**src/rtl/dffram_arbiter2.sv**
```systemverilog
// dffram_arbiter2: two-requester round-robin arbiter and sequencer for one
// single-port DFFRAM macro with byte write enables.
// The winner's command is muxed onto the RAM port in the cycle it is granted.
// Read data comes back one cycle later, straight from the macro's Do0 output.
// Optional build macro DFFRAM_ARB_INIT_EN adds a power-up sweep. After reset,
// the sweep writes INIT_VALUE to every word, one word per cycle, and holds
// off all grants until it has finished.
module dffram_arbiter2 #(
  parameter int                 AW         = 9,
  parameter int                 WSIZE      = 4,
  parameter logic [8*WSIZE-1:0] INIT_VALUE = '0
) (
  input  logic                 CLK,
  input  logic                 RST,
  input  logic                 req0,
  input  logic                 req1,
  input  logic [WSIZE-1:0]     we0,
  input  logic [WSIZE-1:0]     we1,
  input  logic [AW-1:0]        addr0,
  input  logic [AW-1:0]        addr1,
  input  logic [8*WSIZE-1:0]   wdata0,
  input  logic [8*WSIZE-1:0]   wdata1,
  output logic                 gnt0,
  output logic                 gnt1,
  output logic                 rvalid0,
  output logic                 rvalid1,
  output logic [8*WSIZE-1:0]   rdata0,
  output logic [8*WSIZE-1:0]   rdata1,
  output logic                 busy,
  output logic                 ram_EN0,
  output logic [WSIZE-1:0]     ram_WE0,
  output logic [AW-1:0]        ram_A0,
  output logic [8*WSIZE-1:0]   ram_Di0,
  input  logic [8*WSIZE-1:0]   ram_Do0
);

  // Index of the requester that won most recently; a tie goes to the other one.
  logic last_gnt;
  logic rvalid0_q;
  logic rvalid1_q;
  logic arb_en;

`ifdef DFFRAM_ARB_INIT_EN
  typedef enum logic [0:0] {
    ST_INIT = 1'b0,
    ST_IDLE = 1'b1
  } state_t;

  state_t        state;
  state_t        state_next;
  logic [AW-1:0] sweep_addr;
  logic [AW-1:0] sweep_addr_next;

  // Sweep state register: reset always restarts the sweep from word 0.
  always_ff @(posedge CLK) begin
    if (RST) begin
      state      <= ST_INIT;
      sweep_addr <= '0;
    end else begin
      state      <= state_next;
      sweep_addr <= sweep_addr_next;
    end
  end

  // Next-state logic: advance one word per cycle and leave INIT after the top address.
  always_comb begin
    state_next      = state;
    sweep_addr_next = sweep_addr;
    if (state == ST_INIT) begin
      sweep_addr_next = sweep_addr + AW'(1);
      if (sweep_addr == {AW{1'b1}}) begin
        state_next = ST_IDLE;
      end
    end
  end

  assign arb_en = (state == ST_IDLE);
`else
  assign arb_en = 1'b1;
`endif

  // Grant selection and RAM port mux; nothing reaches the macro while RST is high.
  always_comb begin
    gnt0    = 1'b0;
    gnt1    = 1'b0;
    busy    = 1'b0;
    ram_EN0 = 1'b0;
    ram_WE0 = '0;
    ram_A0  = addr0;
    ram_Di0 = INIT_VALUE;

    if (!RST && arb_en) begin
      if (req0 && (!req1 || last_gnt)) begin
        gnt0 = 1'b1;
      end else if (req1) begin
        gnt1 = 1'b1;
      end
    end

    if (gnt0) begin
      ram_EN0 = 1'b1;
      ram_WE0 = we0;
      ram_A0  = addr0;
      ram_Di0 = wdata0;
    end else if (gnt1) begin
      ram_EN0 = 1'b1;
      ram_WE0 = we1;
      ram_A0  = addr1;
      ram_Di0 = wdata1;
    end

`ifdef DFFRAM_ARB_INIT_EN
    if (!RST && (state == ST_INIT)) begin
      busy    = 1'b1;
      ram_EN0 = 1'b1;
      ram_WE0 = '1;
      ram_A0  = sweep_addr;
      ram_Di0 = INIT_VALUE;
    end
`endif
  end

  // Round-robin pointer and one-cycle read-return flags.
  always_ff @(posedge CLK) begin
    if (RST) begin
      last_gnt  <= 1'b1;
      rvalid0_q <= 1'b0;
      rvalid1_q <= 1'b0;
    end else begin
      rvalid0_q <= gnt0 && (we0 == '0);
      rvalid1_q <= gnt1 && (we1 == '0);
      if (gnt0) begin
        last_gnt <= 1'b0;
      end else if (gnt1) begin
        last_gnt <= 1'b1;
      end
    end
  end

  // A read return that lands on a reset cycle is dropped.
  // The macro output feeds both requesters; rvalid tells each one when the data is its own.
  assign rvalid0 = rvalid0_q && !RST;
  assign rvalid1 = rvalid1_q && !RST;
  assign rdata0  = ram_Do0;
  assign rdata1  = ram_Do0;

  // The macro has a single port, so two grants in one cycle can never be legal.
  always @(posedge CLK) begin
    assert (!(gnt0 && gnt1));
  end

endmodule

```
**config.mk**
```make
export PLATFORM = sky130hd
export DESIGN_NAME = dffram_arbiter2
export DESIGN_NICKNAME = d
export VERILOG_FILES = /design/src/rtl/dffram_arbiter2.sv
export SDC_FILE = /design/constraint.sdc
export NUM_CORES = 1
export LEC_CHECK = 0
export ABC_AREA = 1
export BUFFER_PORTS_ARGS = -buffer_cell sky130_fd_sc_hd__buf_2
export CORE_AREA = 2 2 94 96
export DETAILED_ROUTE_END_ITERATION = 6
export DIE_AREA = 0 0 96 98
export PLACE_DENSITY = 0.61
export SLEW_MARGIN = 10
export SYNTH_ARGS = -nofsm -noshare
export SYNTH_HDL_FRONTEND = slang
export SYNTH_SLANG_ARGS = --single-unit
```
**constraint.sdc**
```tcl
create_clock -name CLK -period 1.75 [get_ports CLK]
set_clock_uncertainty 0.2 [all_clocks]
set_input_delay 0.0875 -clock CLK [delete_from_list [all_inputs] [get_ports CLK]]
set_output_delay 0.0875 -clock CLK [all_outputs]
set_load 0.01 [all_outputs]
```
==> results of run 1 <==
==> area by class of cell <==
cell class	count	area (µm²)
well taps	108	135
repair buffers	192	1220
multi-input cells	152	800
fillers	946	6180
flip-flops and latches	3	60.1
inverters	6	22.5
clock buffers	4	45.0
==> layer usage <==
metal | share of wire (%) | wire length, µm | vias up
met4 | 1.1 | 68 | 0
met1 | 35 | 2190 | 959
met3 | 10 | 632 | 10
met5 | 0 | 0 | -
li1 | - | - | 1039
met2 | 54 | 3350 | 151
==> state kept, by name (all words and copies together) (netlist names) <==
| signal | cells |
|---|---|
| rvalid0_q | 1 |
| last_gnt | 1 |
| rvalid1_q | 1 |
==> final timing paths <==
path	from	to	depth (start not counted)
hold / removal	RST	last_gnt	4
setup / recovery	we1[2]	rvalid1_q	6
setup reg to reg	last_gnt	rvalid0_q	5
hold reg to reg	last_gnt	last_gnt	2
==> power by group through the flow <==
stage          sequential (W)  clock, W  combinational [W]
2_1_floorplan       0.0000731         0           0.000384
3_3_place_gp        0.0000732         0           0.000442
3_5_place_dp        0.0000734         0           0.000450
4_1_cts             0.0000725  0.000205           0.000579
5_1_grt             0.0000734  0.000208           0.000642
6_report            0.0000731  0.000199           0.000581
==> logic make-up after synthesis <==
family	after synthesis	share of synthesized area (%)
AO/OA/AOI/OAI	1	0.490
buffers and inverters	98	44.7
flip-flops	3	3.92
other	1	0.245
AND/OR/NAND/NOR	150	50.7
==> synth_stat cells, drive strengths merged <==
cell type  number  area [µm²]
buf            92         662
nand4          81         507
nand2          59         224
nor2            8        30.0
inv             6        22.5
dfxtp           3        60.1
nand3           2        15.0
conb            1        3.75
o211ai          1        7.51
==> per-stage QoR <==
step	setup WS (ps)	hold slack, ps	std cells	util, %	power [W]
2_1_floorplan	598	22.5	253	-	0.000457
3_3_place_gp	336	-24.9	421	21.6	0.000515
3_5_place_dp	253	-24.9	421	21.6	0.000523
4_1_cts	23.6	165	465	26.8	0.000857
5_1_grt	30.2	199	465	27.0	0.000923
6_report	103	165	465	27.0	0.000852
==> repair_timing <==
item | in CTS | in global routing
hold endpoints to repair | 66 | 0
hold buffers | 40 | 0
gates resized for setup | 0 | 2
setup endpoints to repair | 0 | 10
==> tightest hold or removal path: cells and delay by family <==
| family | cells | cell delay [ps] |
|---|---|---|
| AO/OA/AOI/OAI | 1 | 110 |
| buffers and inverters | 3 | 330 |
==> summary.txt, run 1 <==
Run status
  – Status: finished, final reports clean

Logic synthesis
  – Library cells used by synthesis: 15
  – Post-synthesis sequential area ratio: 3.92%
  – Syn avg cell area: between 6 and 7 µm²
  – Post-Syn Nets: 379
  – Cell Area, Synth: 1530 µm²
  – Synth Register Bits: 3
  – Syn. warnings: 0
  – Post-synthesis cell count: 253

Cells and area
  – Layout cells sized above 1: around 44%
  – Net count, final: 484
  – Leading cell type in the layout, fill and taps excluded: buf_2
  – Area growth syn-to-layout: 49.1%
  – Design area: about 2300 µm²
  – Most frequent cells in the layout: buf_2, nand4_1, nand2_1, dlygate4sd3_1, nor2_1
  – N_diodes: 0

Power
  – Leak: about 1.3 nW
  – Reg power frac: 8.6%
  – Worst vdd ir: approximately 0.17 mV
  – Comb power frac: ~68%
  – Switching share of power: 43.2%
  – Power Internal: 0.000484 W
  – Clk pwr share: a little under a quarter
  – PD cells: 373 nW/µm²
  – P_sw: around 0.00037 W

Critical path
  – CP Launch Type: input pin
  – Worst EP required: ~1700 ps
  – CP Class: input pin to flip-flop
  – WP buf/inv: 3
  – CP Capture Type: flip-flop
  – CP cell instances: dlygate4sd3_1 -> buf_2 -> nor2_1 -> dlygate4sd3_1 -> nand2_1 -> nor2_1
  – Critical path's largest stage delay: 590 ps
  – Crit-path max FO: 2
  – Slowest-stage cell, CP: dlygate4sd3_1
  – Reg-to-reg slack, setup: 470 ps
  – Crit path DAT: 1600 ps
  – Crit-path leading delay family: buffers and inverters

Timing
  – Tcrit/Tclk final: 94.1%
  – RSZ-0062 raised after global routing: false
  – FMAX: 0.607 GHz
  – Final hold vios: 0
  – Crit path time final: 1650 ps
  – Final count of negative-setup-slack endpoints: 0
  – Slew Limit Fails: 0
  – Setup TNS: 0 ps

Detailed routing
  – Drt wl/cell: between 10 and 15 µm
  – DRC viols: 0
  – Via count: 2159
  – DRT iter0 DRCs: between 40 and 50
  – Total routed wirelength: 6240 µm
  – DR vias/cell: 4.64
  – Post-route ant nets: 0
  – First-pass iteration count of the detailed router: 4

Floorplanning
  – Full die area: 9410 µm²
  – Placement Rows: 34
  – DIE WIDTH: ~96 µm
  – Die Y: 98 µm
  – Core area: about 8500 µm²
  – Num ports: 241
  – Initial core utilization: 18.1%

Placed design
  – Hpwl dp: 4570 µm
  – IO buf count: about 140
  – Cell area after placement: roughly 1800 µm²
  – Gp weighted congestion: 0.748

CTS
  – Clock tree buffer depth: 2
  – Clk Latency, worst-skew pair: 210 ps
  – Worst-path clk slew: 30 ps
  – CTS tree: built
  – H-tree levels: 1
  – CTS Buf Count: 3
  – Root Driver: clkbuf_8
  – Post-CTS setup buffer count: 0
  – Clock Sinks: 3

Global route
  – Top Usage Layer GRT: met2
  – Vias in the first global route: 1867
  – GR Util met1: 12.2%
  – GRT Resource Usage Total: 11.9%
  – Initial antenna violation count: 0
  – First-pass GRT wire length: around 9000 µm
  – GR Util met3: about 2.8%
  – Grt ovf: 0
  – Largest net degree at the start of global routing: 54
  – GR met2 Demand/Resource: roughly 23%

Flow run
  – Maximum capacitance violations: 0

Worst hold path
  – Worst hold path class: input pin to flip-flop
Power figures use the tool's default switching activity.
==> inputs of run 2 (changes only) <==
- CTS_CLUSTER_SIZE: unset -> 30
- RECOVER_POWER: unset -> 50
- SETUP_SLACK_MARGIN: unset -> 0.15
==> run 2 against run 1 <==
Net effect:
- the run now ends with negative hold slack left
- setup slack improved by 94 ps
- maximum frequency increased by 6.1%
- core utilization increased by 0.99 points
- register-to-register slack improved by 70 ps
- design area up 3.7%
- flip-flop and latch count stayed put
- count of clock-buffer cells in the layout unchanged
- critical endpoint is now ram_EN0
- largest cell class unchanged
- highest routed layer unchanged
==> summary.txt, run 2 (synthesized netlist as in run 1, its figures left out) <==
Power
  – Power Internal: 0.000501 W
  – Leak: 1.34 nW
  – Comb power frac: around 69%
  – Reg power frac: 8.4%
  – Total power: around 0.0009 W
  – Switching share of power: 43.5%
  – Clk pwr share: 22.6%
  – P_sw: 0.000385 W
  – Worst vdd ir: 0.158 mV
  – PD cells: 374 nW/µm²

Detailed routing
  – Post-route ant nets: 0
  – DRT iter0 DRCs: 32
  – DR vias/cell: 4.63
  – First-pass iteration count of the detailed router: 4
  – Via count: 2161
  – DRC viols: 0
  – Drt wl/cell: 14.6 µm
  – Total routed wirelength: 6820 µm

Worst hold path
  – Worst Hold Path Cells: 4
  – Worst hold path class: input pin to flip-flop
  – Worst Hold Endpoint: rvalid1_q
  – Hold Startpoint: we1[3]

CTS
  – Clock tree buffer depth: 2
  – Worst-path clk slew: 30 ps
  – Clk Latency, worst-skew pair: between 200 and 250 ps
  – CTS Buf Count: 3
  – H-tree levels: 1
  – Root Driver: clkbuf_8
  – CTS tree: built
  – Clock Sinks: 3
  – Post-CTS setup buffer count: 0

Placed design
  – IO buf count: around 140
  – Hpwl dp: 4570 µm
  – Placed Cells: about 420
  – Cell area after placement: ~1800 µm²
  – Gp weighted congestion: 0.748

Cells and area
  – Design area: between 2000 and 2500 µm²
  – Net count, final: 486
  – Area growth syn-to-layout: 54.6%
  – Layout Cells excl Fill: 467
  – Largest regs: last_gnt: 1 flops, rvalid0_q: 1 flops, rvalid1_q: 1 flops
  – Leading cell type in the layout, fill and taps excluded: buf_2
  – Most frequent cells in the layout: buf_2, nand4_1, nand2_1, dlygate4sd3_1
  – Fill cells: roughly 940
  – Layout cells sized above 1: 45.4%
  – N_diodes: 0

Run status
  – Violations in the final reports: negative hold slack
  – Status: finished, violations left

Critical path
  – CP Launch Type: flip-flop
  – CP cell instances: inv_2 -> nand2_8 -> buf_12 -> nand3_1 -> nand2_1 -> buf_2
  – Reg-to-reg slack, setup: 540 ps
  – Crit path DAT: 1270 ps
  – CP Class: flip-flop to output port
  – Critical path's largest stage delay: 350 ps
  – WP buf/inv: 3
  – CP Capture Type: output port
  – R2R cell count: 5
  – Worst EP required: 1460 ps
  – Crit-path max FO: 10
  – Crit-path leading delay family: buffers and inverters
  – Slowest-stage cell, CP: dfxtp_4
  – R2r startpoint: last_gnt
  – RR Endpoint: rvalid0_q

Timing
  – Final count of negative-setup-slack endpoints: 0
  – Setup TNS: 0 ps
  – Min Hold Slack: -59.5 ps
  – RSZ-0062 raised after global routing: false
  – Final hold vios: 1
  – Slew Limit Fails: 0
  – FMAX: ~0.64 GHz
  – Crit path time final: 1550 ps
  – Tcrit/Tclk final: between 80% and 90%

Global route
  – First-pass GRT wire length: 8920 µm
  – Initial antenna violation count: 0
  – GRT Resource Usage Total: 11.9%
  – Grt ovf: 0
  – Vias in the first global route: 1863
  – Largest net degree at the start of global routing: 54

Floorplanning
  – Die Y: 98 µm
  – Initial core utilization: between 10% and 20%
  – Num ports: 241
  – Placement Rows: 34
  – DIE WIDTH: approximately 96 µm
  – Full die area: 9410 µm²
  – Core area: 8470 µm²

Flow run
  – Maximum capacitance violations: 0
## run 2: worst reg2reg max path: cells and delay by family (launching register included)
family	cells	cell delay, ps
flops	1	350
simple gates	3	270
buf+inv	2	270
## run 2: area by class of cell
type                            count  area [µm²]  area share (%)
Clock buffer                        4        45.0            1.90
Inverter                            6        22.5           0.951
Multi-Input combinational cell    152         825            34.8
Sequential cell                     3        63.8            2.70
Tap cell                          108         135            5.71
Timing Repair Buffer              194        1280            53.9
## run 2: stage by stage
step                util (%)  hold WS, ps  setup slack (ps)
CTS                     27.0          167               121
detailed placement      21.6        -24.9               253
floorplan                  -         22.5               598
global route            28.0         3.03               147
global placement        21.6        -24.9               336
finish                  28.0        -59.5               197
## run 2: how the worst max path moves through the flow
stage / slack [ps] / endpoint / cells after the start / from
2_1_floorplan: 600 / ram_Di0[10] / 6 / last_gnt
3_3_place_gp: 340 / ram_A0[8] / 5 / last_gnt
3_5_place_dp: 250 / ram_A0[8] / 5 / last_gnt
4_1_cts: 120 / ram_EN0 / 6 / last_gnt
5_1_grt: 150 / ram_EN0 / 6 / last_gnt
6_report: 200 / ram_EN0 / 6 / last_gnt
## run 2: metal layers
metal  track usage (%)  share of wire, %  up-vias
met5                 0                 0        -
met3              2.93               8.9        6
met4              2.31              0.59        0
li1                  -                 -     1046
met2              23.5                53      141
met1              12.3                38      968
## run 2: timing repair
item	4_1_cts	5_1_grt
pin swaps	0	1
cloned	0	4
hold endpoints to repair	66	0
setup endpoints to repair	32	41
hold buffers	40	0
gates resized for setup	2	9
## run 2: power groups by stage
| stage | clock, W | sequential [W] | combinational, W |
|---|---|---|---|
| global placement | 0 | 0.0000732 | 0.000442 |
| floorplan | 0 | 0.0000731 | 0.000384 |
| global route | 0.000212 | 0.0000749 | 0.000675 |
| CTS | 0.000205 | 0.0000731 | 0.000583 |
| finish | 0.000200 | 0.0000746 | 0.000611 |
| detailed placement | 0 | 0.0000734 | 0.000450 |
